<file path="config.mk">
export PLATFORM = sky130hd
export DESIGN_NAME = internal_ram_axi_ctrl
export DESIGN_NICKNAME = d
export VERILOG_FILES = /design/src/rtl/internal_ram_axi_ctrl.sv
export SDC_FILE = /design/constraint.sdc
export NUM_CORES = 1
export LEC_CHECK = 0
export CORE_ASPECT_RATIO = 1.75
export CORE_MARGIN = 3
export CORE_UTILIZATION = 40
export DETAILED_ROUTE_END_ITERATION = 12
export HOLD_SLACK_MARGIN = 0.03
export PLACE_DENSITY_LB_ADDON = 0.15
export SLEW_MARGIN = 0
export SYNTH_ARGS = -nofsm -noshare
export SYNTH_HDL_FRONTEND = slang
export SYNTH_SLANG_ARGS = --single-unit
</file>
<file path="constraint.sdc">
create_clock -name clk -period 3.5 [get_ports clk]
set_input_delay 0.7 -clock clk [delete_from_list [all_inputs] [get_ports clk]]
set_output_delay 0.7 -clock clk [all_outputs]
set_load 0.1 [all_outputs]
</file>
<file path="src/rtl/internal_ram_axi_ctrl.sv">
// internal_ram_axi_ctrl
// AXI-style burst slave in front of the 4096x32 single-port RAM macro.
// One combined read/write address channel; INCR/WRAP/FIXED bursts are expanded
// into per-word RAM accesses. Read data returns through a 2-entry buffer so
// R-channel backpressure never drops a beat.
// Optional build macro: BOOTROM_PROTECT_EN -- when defined, write beats aimed at
// word addresses 0..1023 are turned into harmless reads and the burst answers
// SLVERR on the B channel.
module internal_ram_axi_ctrl #(
  parameter int ADDR_BITS    = 14,
  parameter int RD_BUF_DEPTH = 2
) (
  input  logic                 clk,
  input  logic                 reset,
  input  logic                 axi_arw_valid,
  output logic                 axi_arw_ready,
  input  logic [ADDR_BITS-1:0] axi_arw_payload_addr,
  input  logic                 axi_arw_payload_id,
  input  logic [7:0]           axi_arw_payload_len,
  input  logic [2:0]           axi_arw_payload_size,
  input  logic [1:0]           axi_arw_payload_burst,
  input  logic                 axi_arw_payload_write,
  input  logic                 axi_w_valid,
  output logic                 axi_w_ready,
  input  logic [31:0]          axi_w_payload_data,
  input  logic [3:0]           axi_w_payload_strb,
  input  logic                 axi_w_payload_last,
  output logic                 axi_b_valid,
  input  logic                 axi_b_ready,
  output logic                 axi_b_payload_id,
  output logic [1:0]           axi_b_payload_resp,
  output logic                 axi_r_valid,
  input  logic                 axi_r_ready,
  output logic [31:0]          axi_r_payload_data,
  output logic                 axi_r_payload_id,
  output logic                 axi_r_payload_last,
  output logic                 ram_en,
  output logic                 ram_wr,
  output logic [11:0]          ram_addr,
  output logic [3:0]           ram_mask,
  output logic [31:0]          ram_wrData,
  input  logic [31:0]          ram_rdData
);

  typedef enum logic [1:0] {IDLE, READ, WRITE, WRESP} state_t;

  // Size is always treated as 4 bytes, W.last is not used for termination and
  // the byte offset inside a word is irrelevant to the word-wide RAM.
  logic unused_inputs;
  assign unused_inputs = &{1'b0, axi_arw_payload_size, axi_w_payload_last,
                           axi_arw_payload_addr};

  state_t      state_reg, state_next;
  logic [11:0] addr_reg;
  logic [11:0] addr_next;
  logic        id_reg;
  logic [7:0]  len_reg;
  logic [1:0]  burst_reg;
  logic [8:0]  beat_cnt_reg;      // beats issued (read) or accepted (write)

  // Read return path: one RAM access may be in flight, then it lands in the buffer.
  logic        inflight_reg;
  logic        inflight_last_reg;
  logic [1:0]  occ_reg;
  logic        wr_ptr_reg;
  logic        rd_ptr_reg;
  logic [31:0] buf_data [0:RD_BUF_DEPTH-1];
  logic        buf_last [0:RD_BUF_DEPTH-1];

  logic        arw_fire;
  logic        w_fire;
  logic        r_fire;
  logic        issue;
  logic        beat_step;
  logic        wr_blocked;
  logic [2:0]  fill_after_pop;
  logic        wrap_ok;
  logic [11:0] wrap_mask;
  logic [11:0] addr_inc;

  assign arw_fire  = (state_reg == IDLE) && axi_arw_valid;
  assign w_fire    = (state_reg == WRITE) && axi_w_valid;
  assign r_fire    = axi_r_valid && axi_r_ready;
  assign beat_step = issue || w_fire;

  // A beat leaving the buffer this cycle frees its slot in time for a new issue,
  // which is what lets a 2-entry buffer sustain one beat per cycle.
  assign fill_after_pop = {1'b0, occ_reg} + {2'b00, inflight_reg} - {2'b00, r_fire};
  assign issue = (state_reg == READ) && (fill_after_pop < 3'(RD_BUF_DEPTH)) &&
                 (beat_cnt_reg <= {1'b0, len_reg});

  assign axi_r_valid        = (occ_reg != 2'd0);
  assign axi_r_payload_data = buf_data[rd_ptr_reg];
  assign axi_r_payload_last = buf_last[rd_ptr_reg];
  assign axi_r_payload_id   = id_reg;
  assign axi_b_payload_id   = id_reg;

`ifdef BOOTROM_PROTECT_EN
  logic err_reg;
  assign wr_blocked         = (addr_reg[11:10] == 2'b00);
  assign axi_b_payload_resp = err_reg ? 2'b10 : 2'b00;

  // Remember whether any beat of the current write burst hit the boot ROM window.
  always_ff @(posedge clk) begin
    if (reset) begin
      err_reg <= 1'b0;
    end else if (arw_fire) begin
      err_reg <= 1'b0;
    end else if (w_fire && wr_blocked) begin
      err_reg <= 1'b1;
    end
  end
`else
  assign wr_blocked         = 1'b0;
  assign axi_b_payload_resp = 2'b00;
`endif

  // Next word address after a beat: FIXED holds, WRAP stays inside its aligned
  // window (only for 2/4/8/16-beat bursts), everything else increments mod 4096.
  always_comb begin
    wrap_ok   = (len_reg == 8'd1) || (len_reg == 8'd3) ||
                (len_reg == 8'd7) || (len_reg == 8'd15);
    wrap_mask = {8'h00, len_reg[3:0]};
    addr_inc  = addr_reg + 12'd1;
    case (burst_reg)
      2'd0:    addr_next = addr_reg;
      2'd2:    addr_next = wrap_ok ? ((addr_reg & ~wrap_mask) | (addr_inc & wrap_mask))
                                   : addr_inc;
      default: addr_next = addr_inc;
    endcase
  end

  // Controller state register.
  always_ff @(posedge clk) begin
    if (reset) begin
      state_reg <= IDLE;
    end else begin
      state_reg <= state_next;
    end
  end

  // Next-state logic and the handshake / RAM control outputs.
  always_comb begin
    state_next    = state_reg;
    axi_arw_ready = 1'b0;
    axi_w_ready   = 1'b0;
    axi_b_valid   = 1'b0;
    ram_en        = 1'b0;
    ram_wr        = 1'b0;
    ram_addr      = addr_reg;
    ram_mask      = 4'h0;
    ram_wrData    = 32'h0;
    case (state_reg)
      IDLE: begin
        axi_arw_ready = 1'b1;
        if (axi_arw_valid) begin
          state_next = axi_arw_payload_write ? WRITE : READ;
        end
      end
      READ: begin
        if (issue) begin
          ram_en   = 1'b1;
          ram_mask = 4'hF;
        end
        if (r_fire && axi_r_payload_last) begin
          state_next = IDLE;
        end
      end
      WRITE: begin
        axi_w_ready = 1'b1;
        if (axi_w_valid) begin
          ram_en     = 1'b1;
          ram_wr     = !wr_blocked;
          ram_mask   = axi_w_payload_strb;
          ram_wrData = axi_w_payload_data;
          if (beat_cnt_reg == {1'b0, len_reg}) begin
            state_next = WRESP;
          end
        end
      end
      WRESP: begin
        axi_b_valid = 1'b1;
        if (axi_b_ready) begin
          state_next = IDLE;
        end
      end
      default: state_next = IDLE;
    endcase
  end

  // Burst context: latched on the address handshake, advanced once per beat.
  always_ff @(posedge clk) begin
    if (reset) begin
      addr_reg     <= 12'h000;
      id_reg       <= 1'b0;
      len_reg      <= 8'h00;
      burst_reg    <= 2'd0;
      beat_cnt_reg <= 9'd0;
    end else if (arw_fire) begin
      addr_reg     <= axi_arw_payload_addr[13:2];
      id_reg       <= axi_arw_payload_id;
      len_reg      <= axi_arw_payload_len;
      burst_reg    <= axi_arw_payload_burst;
      beat_cnt_reg <= 9'd0;
    end else if (beat_step) begin
      addr_reg     <= addr_next;
      beat_cnt_reg <= beat_cnt_reg + 9'd1;
    end
  end

  // Track the read issued last cycle; its data appears on ram_rdData now.
  always_ff @(posedge clk) begin
    if (reset) begin
      inflight_reg      <= 1'b0;
      inflight_last_reg <= 1'b0;
    end else begin
      inflight_reg      <= issue;
      inflight_last_reg <= (beat_cnt_reg == {1'b0, len_reg});
    end
  end

  // Return buffer bookkeeping: push on RAM data arrival, pop on R handshake.
  always_ff @(posedge clk) begin
    if (reset) begin
      occ_reg    <= 2'd0;
      wr_ptr_reg <= 1'b0;
      rd_ptr_reg <= 1'b0;
    end else begin
      if (inflight_reg) begin
        wr_ptr_reg <= wr_ptr_reg + 1'b1;
      end
      if (r_fire) begin
        rd_ptr_reg <= rd_ptr_reg + 1'b1;
      end
      case ({inflight_reg, r_fire})
        2'b10:   occ_reg <= occ_reg + 2'd1;
        2'b01:   occ_reg <= occ_reg - 2'd1;
        default: occ_reg <= occ_reg;
      endcase
    end
  end

  // Return buffer storage; contents are only meaningful while counted in occ_reg.
  always_ff @(posedge clk) begin
    if (inflight_reg) begin
      buf_data[wr_ptr_reg] <= ram_rdData;
      buf_last[wr_ptr_reg] <= inflight_last_reg;
    end
  end

endmodule
</file>
* After elaboration in Yosys (flattened, before gate mapping)
Memories as Yosys holds them, arrays and structs flattened. A register that Yosys moved wholly into a read port is not among the register bits.
Index checks and enable logic that the tools add are counted.
** Word-level totals
- Flip-flop bits (word level) :: 40
- Bits in writable memories :: 66
- Input bits :: 104
- Output and inout port bits :: 91
- Logic and storage cells :: 92
- Memories :: 2
** Memory list
- buf_data :: depth 2, width 32, read ports 1, clocked after Yosys merged registers in 1, write ports 1, line 67 : logic [31:0] buf_data [0:RD_BUF_DEPTH-1];
- buf_last :: depth 2, width 1, read ports 1, clocked after Yosys merged registers in 1, write ports 1, line 68 : logic buf_last [0:RD_BUF_DEPTH-1];
** Operators by class
- Add/sub/neg operators :: 8
- $lt $le $gt $ge :: 2
- Equal/unequal tests :: 17
- Mux-type cells :: 30
- Bitwise operators :: 4
- Reductions and logical operators :: 18
** Operators with widths (number)
- 32-bit two-way mux :: 2
- 12-bit two-way mux :: 3
- 12-bit one-hot mux with 2 select lines :: 1
- 12-bit by 1-bit adder with 12-bit output, second input constant :: 1
- 12-bit bitwise AND :: 1
- 12-bit by 4-bit bitwise AND with 12-bit output :: 1
- 1-bit two-way mux :: 12
- 2-bit two-way mux :: 6
- 4-bit NOT with 12-bit output :: 1
- 12-bit OR :: 1
- 9-bit by 1-bit adder with 9-bit output, second input constant :: 1
- 9-bit by 8-bit == test with 1-bit output :: 1
- 9-bit by 8-bit less-or-equal comparator with 1-bit output :: 1
- 2-bit == test, second input constant :: 4
- 8-bit by 1-bit == test with 1-bit output, second input constant :: 1
- 8-bit by 2-bit == test with 1-bit output, second input constant :: 1
- 8-bit by 3-bit == test with 1-bit output, second input constant :: 1
- 8-bit by 4-bit == test with 1-bit output, second input constant :: 1
- 4-bit two-way mux :: 2
- 2-bit inequality test, second input constant :: 4
- 2-bit one-hot mux with 4 select lines :: 1
- 4-bit one-hot mux with 2 select lines :: 1
- 1-bit logical AND :: 6
- 2-bit nonzero test :: 3
- other kinds (15) :: 22

* Longest topological paths before layout
Gate-level depths: netlist (run 1).
- Depth after elaboration :: 9
- Depth in mapped cells :: 11
- Gate-level depth less buffers :: 10

* Least setup slack after synthesis (run 1)
No wires, ideal clock.
- Path kind :: register -> output
- Start point :: reg state_reg[0]
- End point :: out ram_mask[0]
- Arrival time :: 4.610 ns
- Data required time :: 2.800 ns
- Setup slack :: -1.810 ns
- Stages on the path, launching flop included :: 9
- Buffers on the path :: 2
- Cell sequence :: dfxtp_1 -> inv_1 -> ha_1 -> clkbuf_1 -> nand2_1 -> clkbuf_1 -> clkinv_1 -> nand2_1 -> a21boi_0
** Between the ends
- Longest elaborated chain between the ends :: 5
- Elaborated cells between the ends (all ways) :: 6
- Classes of those cells :: 2 x eq/ne; 2 x mux; 2 x reduce/logical
** Ends and longest elaborated chain
- start: declaration :: line 53 : state_t state_reg, state_next;
- start signal: assignment :: line 138 : state_reg <= state_next;
- 2-bit by 1-bit == test with 1-bit output :: line 89, 153
- 1-bit logical AND (2 in a row) :: line 89 : assign issue = (state_reg == READ) && (fill_after_pop < 3'(RD_BUF_DEPTH)) &&
- 4-bit two-way mux :: line 161 : if (issue) begin
- 4-bit one-hot mux with 2 select lines (*) :: line 153 : case (state_reg)
- end: declaration :: line 40 : output logic [3:0] ram_mask,
Every way passes the cells marked *; elsewhere a longest branch is shown, timed or not.

* Final worst setup path (run 1)
- Start point :: in axi_r_ready
- End point :: out ram_mask[0]
** Between the ends
- Longest elaborated chain between the ends :: 7
** Ends and longest elaborated chain
- start: declaration :: line 33 : input logic axi_r_ready,
- 1-bit logical AND :: line 83 : assign r_fire = axi_r_valid && axi_r_ready;
- 3-bit by 1-bit subtractor with 3-bit output :: line 88 : assign fill_after_pop = {1'b0, occ_reg} + {2'b00, inflight_reg} - {2'b00, r_fire};
- 3-bit by 2-bit < comparator with 1-bit output :: line 89
- 1-bit logical AND (2 in a row) :: line 89
- 4-bit two-way mux :: line 161
- 4-bit one-hot mux with 2 select lines :: line 153
Every way passes these cells.

==> results of run 1 <==
==> worst paths after layout <==
check | startpoint | to | slack, ns | cells after the start
setup reg to reg | occ_reg[1] | flip-flop | 0.54 | 13
setup / recovery | axi_r_ready | ram_mask[0] | 0.19 | 12
hold / removal | inflight_last_reg | buf_last[0] | 0.45 | 0
hold reg to reg | inflight_last_reg | buf_last[0] | 0.45 | 0
==> logic make-up (layout without fill, tap and decap cells) <==
logic type      after synthesis  count (layout)  share of synthesized area (%)
simple gates                166             166                           16.8
flops                       107             107                           55.3
compound gates               77              77                           10.2
buf+inv                      45             238                           3.70
mux                          41              41                           8.91
fa+ha+maj                    15              15                           3.85
xor+xnor                      7               7                           1.21
other cells                   1               3                         0.0740
==> cells in the mapped netlist, types with 2 or more instances <==
cell type / n / area [um2]
mux2i_1: 8 / 80.1
buf_4: 3 / 22.5
o31a_2: 2 / 20.0
nand4_1: 4 / 25.0
o2111ai_1: 2 / 17.5
mux2_2: 33 / 372
o31ai_1: 2 / 15.0
or3_1: 11 / 68.8
xor2_1: 2 / 17.5
nor2b_1: 2 / 12.5
a311oi_1: 3 / 26.3
and2_1: 4 / 25.0
nand2_1: 50 / 188
edfxtp_1: 66 / 1980
and2_0: 2 / 12.5
a211oi_1: 8 / 60.1
ha_1: 14 / 175
or2_2: 6 / 37.5
xnor2_1: 5 / 43.8
a21boi_0: 6 / 45.0
nand2b_1: 4 / 25.0
a221oi_1: 3 / 26.3
nor3_1: 7 / 35.0
nand3_1: 12 / 60.1
and3_1: 34 / 213
nor2_1: 22 / 82.6
inv_1: 16 / 60.1
a22oi_1: 4 / 30.0
a21oi_1: 26 / 130
nor4_1: 2 / 12.5
o21ai_0: 10 / 50.1
dfxtp_1: 41 / 821
clkbuf_1: 22 / 82.6
==> power groups by stage <==
stage	sequential (uW)	clock [uW]	combinational [uW]
2_1_floorplan	1800	0	1790
3_3_place_gp	1580	0	2820
3_5_place_dp	1590	0	2850
4_1_cts	1560	1050	2860
5_1_grt	1570	1100	2990
6_report	1560	1030	2850
==> through the flow <==
stage	worst slack (ns)	instances	hold WS (ns)	power (uW)
after floorplan	0.0267	460	0.404	3580
after global placement	-0.203	801	0.409	4400
after detailed placement	-0.290	801	0.428	4440
after CTS	0.00700	817	0.444	5460
after global routing	0.0476	819	0.455	5670
final	0.191	819	0.445	5440
==> layout make-up <==
class / instances / area [um2] / area share, %
Sequential cell: 107 / 2800 / 35.9
Timing Repair Buffer: 204 / 2270 / 29.1
Multi-Input combinational cell: 308 / 2150 / 27.5
Clock buffer: 9 / 225 / 2.88
Tap cell: 165 / 206 / 2.64
Clock inverter: 7 / 81.3 / 1.04
Inverter: 18 / 68.8 / 0.881
Antenna cell: 1 / 2.50 / 0.0320
==> routing by layer <==
layer  GRT usage, %  up-vias  part of all wire [%]
met1           22.2     2006                    37
met4           6.04        0                   1.6
li1               -     2059                     -
met5              0        -                     0
met2           37.9      122                    56
met3           3.43       16                   5.0
==> worst register-to-register path, stage by stage, from the launching register on <==
cell	delay [ns]
dfxtp_2	0.41
inv_1	0.08
nor2_2	0.12
or2_2	0.13
nand2_1	0.06
fa_1	0.39
xnor2_1	0.15
nand4b_1	0.14
buf_4	0.15
buf_4	0.13
a221o_1	0.35
buf_4	0.17
or3_1	0.34
a311oi_1	0.25
==> repair_timing <==
action | CTS | global route
buffers inserted | 0 | 1
endpoints found under the setup margin | 5 | 5
gates resized for setup | 2 | 3
pin swaps | 0 | 1
==> out/metrics.csv, run 1 <==
stage,metric,value,unit
grt,grt_usage,19.9,%
route,drt_first_iter_violations,156,
clocking,cts.path.max_buffers,2,
critical_path,critPathKind,primary input to output pin,
power,p_comb_share,52.4,%
die,pin_count,195,
cells_and_area,largest_register_ffs,64,
cells_and_area,layout-drive-gt1-share,26.2,%
route,drc,0,
timing,relSlewSlack,34.9,%
die,fp.dieArea,14100,um2
power,power.internal,2900,uW
critical_path,worstPathBufferInverterCount,3,
timing,max_freq,0.302,GHz
timing,grt_setup_unrepaired,false,
clocking,clockRootBuffer,clkbuf_16,
critical_path,cp.required,2.80,ns
timing,clock_skew,0.00911,ns
place,gp_congestion,0.863,
power,vdd_drop_max,405,uV
yosys,async_flop_share,0,%
critical_path,critical_path.slowest_cell,fa_1,
timing,fin_crit_sh,94.5,%
yosys,yosysSeqAreaShare,55.3,%
cells_and_area,final_cell_area,7810,um2
cells_and_area,final_common_cell,clkdlybuf4s50_1,
route,vias_per_cell,5.13,
clocking,hold_buffers,0,
yosys,netlist_area,5070,um2
critical_path,max_stage_delay,0.39,ns
yosys,ys_warn_count,0,
cells_and_area,postLayoutCoreUtil,64.0,%
power,clkPwrFrac,18.9,%
timing,setup_tns,0,ns
grt,grt_max_degree,41,
power,switching_share,46.7,%
grt,grt.overflow.total,0,
critical_path,crit_family,simple AND/OR/NAND/NOR gates,
place,dp_hpwl,10600,um
yosys,synth_ff_type,edfxtp_1,
route,post_drt_wl_per_cell,17.0,um
timing,tightestPinTransition,0.973,ns
die,core-area,12200,um2
yosys,synthCells,459,
power,p_sw,2540,uW
flow_run,drv_cap,0,
critical_path,crit_fanout,7,
critical_path,worstPathArrival,2.61,ns
power,p_per_area,696,nW/um2
place,port_buffers,186,
critical_path,start_kind,primary input,
grt,grt_pass1_wl,22400,um
route,dr.pass1.iters,4,
clocking,numClockSinks,107,
critical_path,end_kind,output pin,
die,rows,53,
grt,antenna_found_initial,1,
timing,setup_viol,0,
power,power_leakage,0.00299,uW
die,die_y,155,um
clocking,h-tree-depth,3,
critical_path,path_cells,"clkbuf_2, nand2b_1, nor2_2, or2_2, nand2_1, fa_1, xnor2_1, nand4b_1, a21o_1, buf_12, a21boi_4, buf_12",
route,ant_nets,0,
power,seqPwrFrac,28.7,%
cells_and_area,layout_common_cells,"102 x clkdlybuf4s50_1, 66 x edfxtp_1, 62 x buf_4",
grt,grt_pass1_vias,4334,
yosys,synth-edff-count,66,
worst_hold_path,hp-class,flip-flop to flip-flop,
outcome,run_status,"complete, no violations",
timing,hold_viol_final,0,
clocking,cts_buffers,9,
route,wl,13900,um
clocking,path_clk_slew,0.07,ns
clocking,cts_tree,built,
cells_and_area,nets,767,
yosys,ys_seq_elements,107,
yosys,synth_cell_type_count,56,
cells_and_area,syn_to_final_growth,54.1,%
cells_and_area,fill_cells,1016,
route,vias,4203,
timing,period_minus_slack,3.31,ns
die,start_util,41.5,%
critical_path,path_common_cell,buf_12,
clocking,clock_insertion_delay_worst_skew,0.35,ns
place,placed_area,7490,um2
yosys,syn_area_per_cell,11.0,um2
die,die_w,91.1,um
timing,slew_violations,0,
No activity file was read; power rests on OpenSTA's default activity.
==> inputs of run 2 (changes only) <==
CORE_MARGIN = unset   (was 3)
==> run 2 against run 1 <==
Worst hold slack lost 0.017 ns. Global-route usage grew 0.97 points. Non-clock buffer count shrank 3. Sequential share of layout area grew 0.16 points. Total power shrank 0.85%. Clock skew shrank 0.0012 ns. First-iteration DRC count shrank 26%. Combinational power is essentially flat. Cell area shrank 0.45%. Routed wire length shrank 3.5%. Clock-buffer cell count is the same. Setup slack lost 0.014 ns. Largest power group unchanged. Highest routed layer unchanged.
==> out/metrics.csv, run 2 (synthesis results as in run 1) <==
stage,metric,value,unit
critical_path,r2r-start,occ_reg[1],
route,vias_per_cell,5.11,
critical_path,worstPathBufferInverterCount,3,
grt,grt_usage,20.9,%
die,pin_count,195,
critical_path,critical_path.slowest_cell,fa_1,
clocking,clock_insertion_delay_worst_skew,0.35,ns
power,power.total,5390,uW
cells_and_area,largest_register_ffs,64,
power,p_per_area,693,nW/um2
die,start_util,40.8,%
power,vdd_drop_max,404,uV
critical_path,r2r-end,ram_addr[4],
die,core-area,12400,um2
route,wl_met2,7520,um
cells_and_area,layout_common_cells,"102 x clkdlybuf4s50_1, 66 x edfxtp_1, 59 x buf_4",
power,power_leakage,0.00297,uW
power,power.internal,2870,uW
clocking,h-tree-depth,3,
timing,tightestPinTransition,0.970,ns
route,dr_wl_met3,686,um
timing,fin_crit_sh,94.9,%
place,dp_hpwl,10200,um
grt,grt_pass1_vias,4223,
critical_path,crit_fanout,6,
critical_path,start_kind,primary input,
power,switching_share,46.7,%
outcome,run_status,"complete, no violations",
worst_hold_path,hp-class,flip-flop to flip-flop,
worst_hold_path,hold_depth,0,
clocking,hold_buffers,0,
worst_hold_path,min_from,inflight_last_reg,
route,dr.pass1.iters,4,
place,gp_congestion,0.826,
cells_and_area,layout-drive-gt1-share,25.8,%
route,vias,4184,
timing,grt_setup_unrepaired,false,
critical_path,end_kind,output pin,
worst_hold_path,min_to,buf_last[0],
cells_and_area,antenna_cells,0,
critical_path,path_cells,"clkbuf_2, nand2b_1, nor2_2, or2_2, nand2_1, fa_1, xnor2_1, nand4b_1, a21o_1, buf_12, a21boi_4, buf_12",
timing,slew_violations,0,
timing,period_minus_slack,3.32,ns
critical_path,max_stage_delay,0.39,ns
grt,antenna_found_initial,0,
critical_path,reg2regPathDepth,11,
critical_path,path_common_cell,buf_12,
route,drc,0,
route,wl_met1,4930,um
cells_and_area,syn_to_final_growth,53.4,%
die,die_y,151,um
flow_run,drv_cap,0,
clocking,clockRootBuffer,clkbuf_16,
clocking,cts_buffers,9,
clocking,path_clk_slew,0.07,ns
route,ant_nets,0,
place,port_buffers,186,
clocking,cts_tree,built,
grt,grt.overflow.total,0,
cells_and_area,fill_cells,1056,
cells_and_area,final_common_cell,clkdlybuf4s50_1,
route,post_drt_wl_per_cell,16.4,um
route,top_layer,met4,
critical_path,ff2ff_setup_slack,0.64,ns
power,seqPwrFrac,28.9,%
critical_path,cp.required,2.80,ns
power,p_comb_share,52.9,%
power,clkPwrFrac,18.2,%
timing,max_freq,0.301,GHz
critical_path,worstPathArrival,2.62,ns
clocking,numClockSinks,107,
grt,grt_pass1_wl,20900,um
critical_path,crit_family,simple AND/OR/NAND/NOR gates,
clocking,cts.path.max_buffers,2,
die,rows,54,
timing,clock_skew,0.00796,ns
critical_path,critPathKind,primary input to output pin,
timing,setup_viol,0,
cells_and_area,postLayoutCoreUtil,62.5,%
timing,hold_viol_final,0,
route,drt_first_iter_violations,116,
route,wl,13500,um
cells_and_area,nets,764,
timing,relSlewSlack,35.1,%
die,fp.dieArea,13100,um2
grt,grt_max_degree,41,
die,die_w,87.1,um
power,p_sw,2520,uW
[run 2: cell types whose count changed in the layout (fill, tap and decap cells not counted), sizes merged]
cell / change
buf: -3
clkinv: +2
diode: -1
inv: -2
[run 2: what timing repair did]
action / 4_1_cts / 5_1_grt
endpoints found under the hold margin: 0 / 0
buffers inserted: 0 / 0
setup endpoints to repair: 5 / 5
gates resized for setup: 3 / 2
pin swaps: 1 / 1
[run 2: worst max-delay path by stage]
stage                startpoint     endpoint  slack [ns]  cells past startpoint
detailed placement  axi_r_ready  ram_mask[3]       -0.28                     12
global route        axi_r_ready  ram_mask[3]       0.002                     12
global placement    axi_r_ready  ram_mask[0]       -0.21                     12
floorplan           axi_r_ready       ram_en        0.03                     10
finish              axi_r_ready  ram_mask[2]        0.18                     12
CTS                 axi_r_ready  ram_mask[3]        0.01                     12
[run 2: power by group through the flow]
stage | Combinational [uW] | Sequential (uW) | Clock (uW)
after floorplan | 1790 | 1800 | 0
after global placement | 2810 | 1580 | 0
after detailed placement | 2850 | 1590 | 0
after CTS | 2860 | 1560 | 1010
after global routing | 2980 | 1570 | 1050
final | 2850 | 1560 | 983
[run 2: metal layers]
layer | track usage, % | vias to the layer above
met4 | 8.67 | 0
met3 | 4.58 | 19
met1 | 21.1 | 1989
met2 | 40.0 | 130
met5 | 0 | -
li1 | - | 2046
[run 2: final cells by class]
class,count,area [um2],share of cell area (%)
timing repair buffer,201,2250,28.9
inverter,18,68.8,0.885
clock inverter,7,67.6,0.869
tap,168,210,2.70
clock buffer,9,225,2.90
sequential,107,2800,36.1
multi-input combinational,308,2150,27.6
[run 2: per-stage QoR]
stage	setup TNS [ns]	setup slack (ns)	std cells	hold slack, ns	area [um2]
2_1_floorplan	0	0.0267	460	0.404	5140
3_3_place_gp	-1.30	-0.208	802	0.412	7480
3_5_place_dp	-2.21	-0.277	802	0.413	7480
4_1_cts	0	0.0129	818	0.430	7780
5_1_grt	0	0.00221	818	0.442	7770
6_report	0	0.177	818	0.428	7770
==> inputs of run 3 (changes only) <==
CTS_CLUSTER_DIAMETER = 60   (was unset)
REMOVE_ABC_BUFFERS = 1   (was unset)
==> run 3 against run 2 <==
Clock skew is 0.0041 ns lower. Maximum frequency is 0.46% lower. Register-to-register slack worse by 0.03 ns. Setup slack worse by 0.015 ns. Final cell count is 1.2% higher.
==> out/metrics.csv, run 3 (synthesis results as in run 1) <==
stage,metric,value,unit
outcome,run_status,"complete, no violations",
clocking,h-tree-depth,3,
route,wl,13500,um
timing,grt_setup_unrepaired,false,
critical_path,critPathKind,primary input to output pin,
worst_hold_path,hp-class,flip-flop to flip-flop,
grt,grt.overflow.total,0,
critical_path,end_kind,output pin,
power,power_leakage,0.00298,uW
clocking,cts.path.max_buffers,2,
place,dp_hpwl,10100,um
power,p_comb_share,53.0,%
grt,grt_pass1_wl,20500,um
grt,grt_usage,20.5,%
timing,clock_skew,0.00382,ns
die,die_y,151,um
timing,tightestPinTransition,0.976,ns
timing,setup_viol,0,
critical_path,worstPathBufferInverterCount,3,
critical_path,max_stage_delay,0.39,ns
critical_path,worstPathArrival,2.64,ns
timing,period_minus_slack,3.34,ns
grt,antenna_found_initial,0,
grt,grt_max_degree,41,
power,p_per_area,683,nW/um2
grt,use_met1,21.4,%
grt,grt_pass1_vias,4149,
route,dr.pass1.iters,4,
grt,grt_use_met2,38.7,%
cells_and_area,antenna_cells,0,
timing,hold_viol_final,0,
place,place_ws,-0.311,ns
timing,fin_crit_sh,95.4,%
cells_and_area,largest_register_ffs,64,
cells_and_area,finalNonFillerCells,828,
critical_path,crit_family,simple AND/OR/NAND/NOR gates,
die,pin_count,195,
timing,setup_tns,0,ns
clocking,clockRootBuffer,clkbuf_16,
clocking,clock_insertion_delay_worst_skew,0.35,ns
timing,final.setup.worst_slack,0.162,ns
clocking,cts_buffers,9,
route,ant_nets,0,
place,dpl.cell_count,810,
power,clkPwrFrac,17.6,%
timing,max_freq,0.300,GHz
clocking,numClockSinks,107,
route,drt_first_iter_violations,131,
critical_path,path_cells,"clkbuf_2, nor2b_1, or2_2, nand2_1, fa_1, xnor2_1, nand4b_1, a21o_1, a21boi_1, buf_4, buf_12",
power,switching_share,46.5,%
critical_path,cp.required,2.80,ns
timing,slew_violations,0,
cells_and_area,syn_to_final_growth,53.1,%
route,vias_per_cell,5.09,
die,fp.dieArea,13100,um2
die,core-area,12400,um2
die,die_w,87.1,um
die,rows,54,
flow_run,drv_cap,0,
cells_and_area,final_common_cell,clkdlybuf4s50_1,
place,port_buffers,186,
die,start_util,40.8,%
critical_path,critical_path.slowest_cell,fa_1,
cells_and_area,layout_common_cells,"102 x clkdlybuf4s50_1, 70 x buf_4, 66 x edfxtp_1",
power,power.internal,2840,uW
grt,busiest_layer,met2,
power,vdd_drop_max,578,uV
timing,relSlewSlack,34.7,%
power,p_sw,2460,uW
grt,grtUsageMet3,4.41,%
clocking,path_clk_slew,0.07,ns
route,post_drt_wl_per_cell,16.3,um
route,vias,4213,
cells_and_area,nets,774,
critical_path,start_kind,primary input,
cells_and_area,postLayoutCoreUtil,62.4,%
cells_and_area,layout-drive-gt1-share,25.8,%
clocking,cts_tree,built,
power,seqPwrFrac,29.4,%
critical_path,crit_fanout,6,
timing,holdWs,0.439,ns
place,gp_congestion,0.872,
route,drc,0,
[run 3: cell count changes in the layout (fill, tap and decap cells not counted), moves of 2 or more]
cell | before | now
buf_4 | 59 | 70
a21boi_4 | 5 | 0
a21boi_1 | 0 | 4
clkbuf_1 | 0 | 2
inv_6 | 3 | 1
[run 3: worst register-to-register path, stage by stage, from the launching register on]
cell,delay [ns]
dfxtp_2,0.41
inv_1,0.07
nor2_2,0.11
or2_2,0.13
nand2_1,0.06
fa_1,0.39
xnor2_1,0.16
nand4b_1,0.14
buf_4,0.18
a221o_1,0.40
buf_4,0.17
buf_4,0.15
o21a_1,0.17
nor4_1,0.26
[run 3: final cells by class]
| class | count | area, um2 |
|---|---|---|
| multi-input cells | 308 | 2090 |
| clock inverters | 5 | 38.8 |
| inverters | 18 | 67.6 |
| well taps | 168 | 210 |
| repair buffers | 211 | 2310 |
| clock buffers | 11 | 233 |
| flip-flops and latches | 107 | 2800 |
| fillers | 1035 | 4670 |
[run 3: timing repair]
item,in CTS,in global routing
hold buffers,0,0
resized for setup,7,4
setup endpoints to repair,5,5
buffers inserted,0,2
[run 3: path summary, 6_finish.rpt]
kind | slack, ns | startpoint | cells after the start | endpoint
max | 0.16 | axi_r_ready | 11 | ram_en
min | 0.44 | inflight_last_reg | 0 | buf_last[1]
max reg2reg | 0.61 | occ_reg[1] | 13 | flip-flop
min reg2reg | 0.44 | inflight_last_reg | 0 | buf_last[1]
[run 3: layer usage]
metal | share of wire (%) | routed length, um | vias to the layer above
met3 | 4.6 | 624 | 28
met1 | 37 | 5010 | 1998
met4 | 2.9 | 386 | 0
li1 | - | - | 2070
met5 | 0 | 0 | -
met2 | 55 | 7450 | 117
[run 3: power groups by stage]
stage	Combinational, uW	Sequential [uW]	Clock [uW]
2_1_floorplan	1640	1820	0
3_3_place_gp	2760	1580	0
3_5_place_dp	2790	1590	0
4_1_cts	2800	1560	954
5_1_grt	2930	1570	990
6_report	2810	1560	934
[run 3: through the flow]
stage / power, uW / cell area, um2
CTS: 5310 / 7740
global placement: 4340 / 7470
detailed placement: 4380 / 7470
finish: 5300 / 7760
floorplan: 3460 / 4950
global route: 5490 / 7760
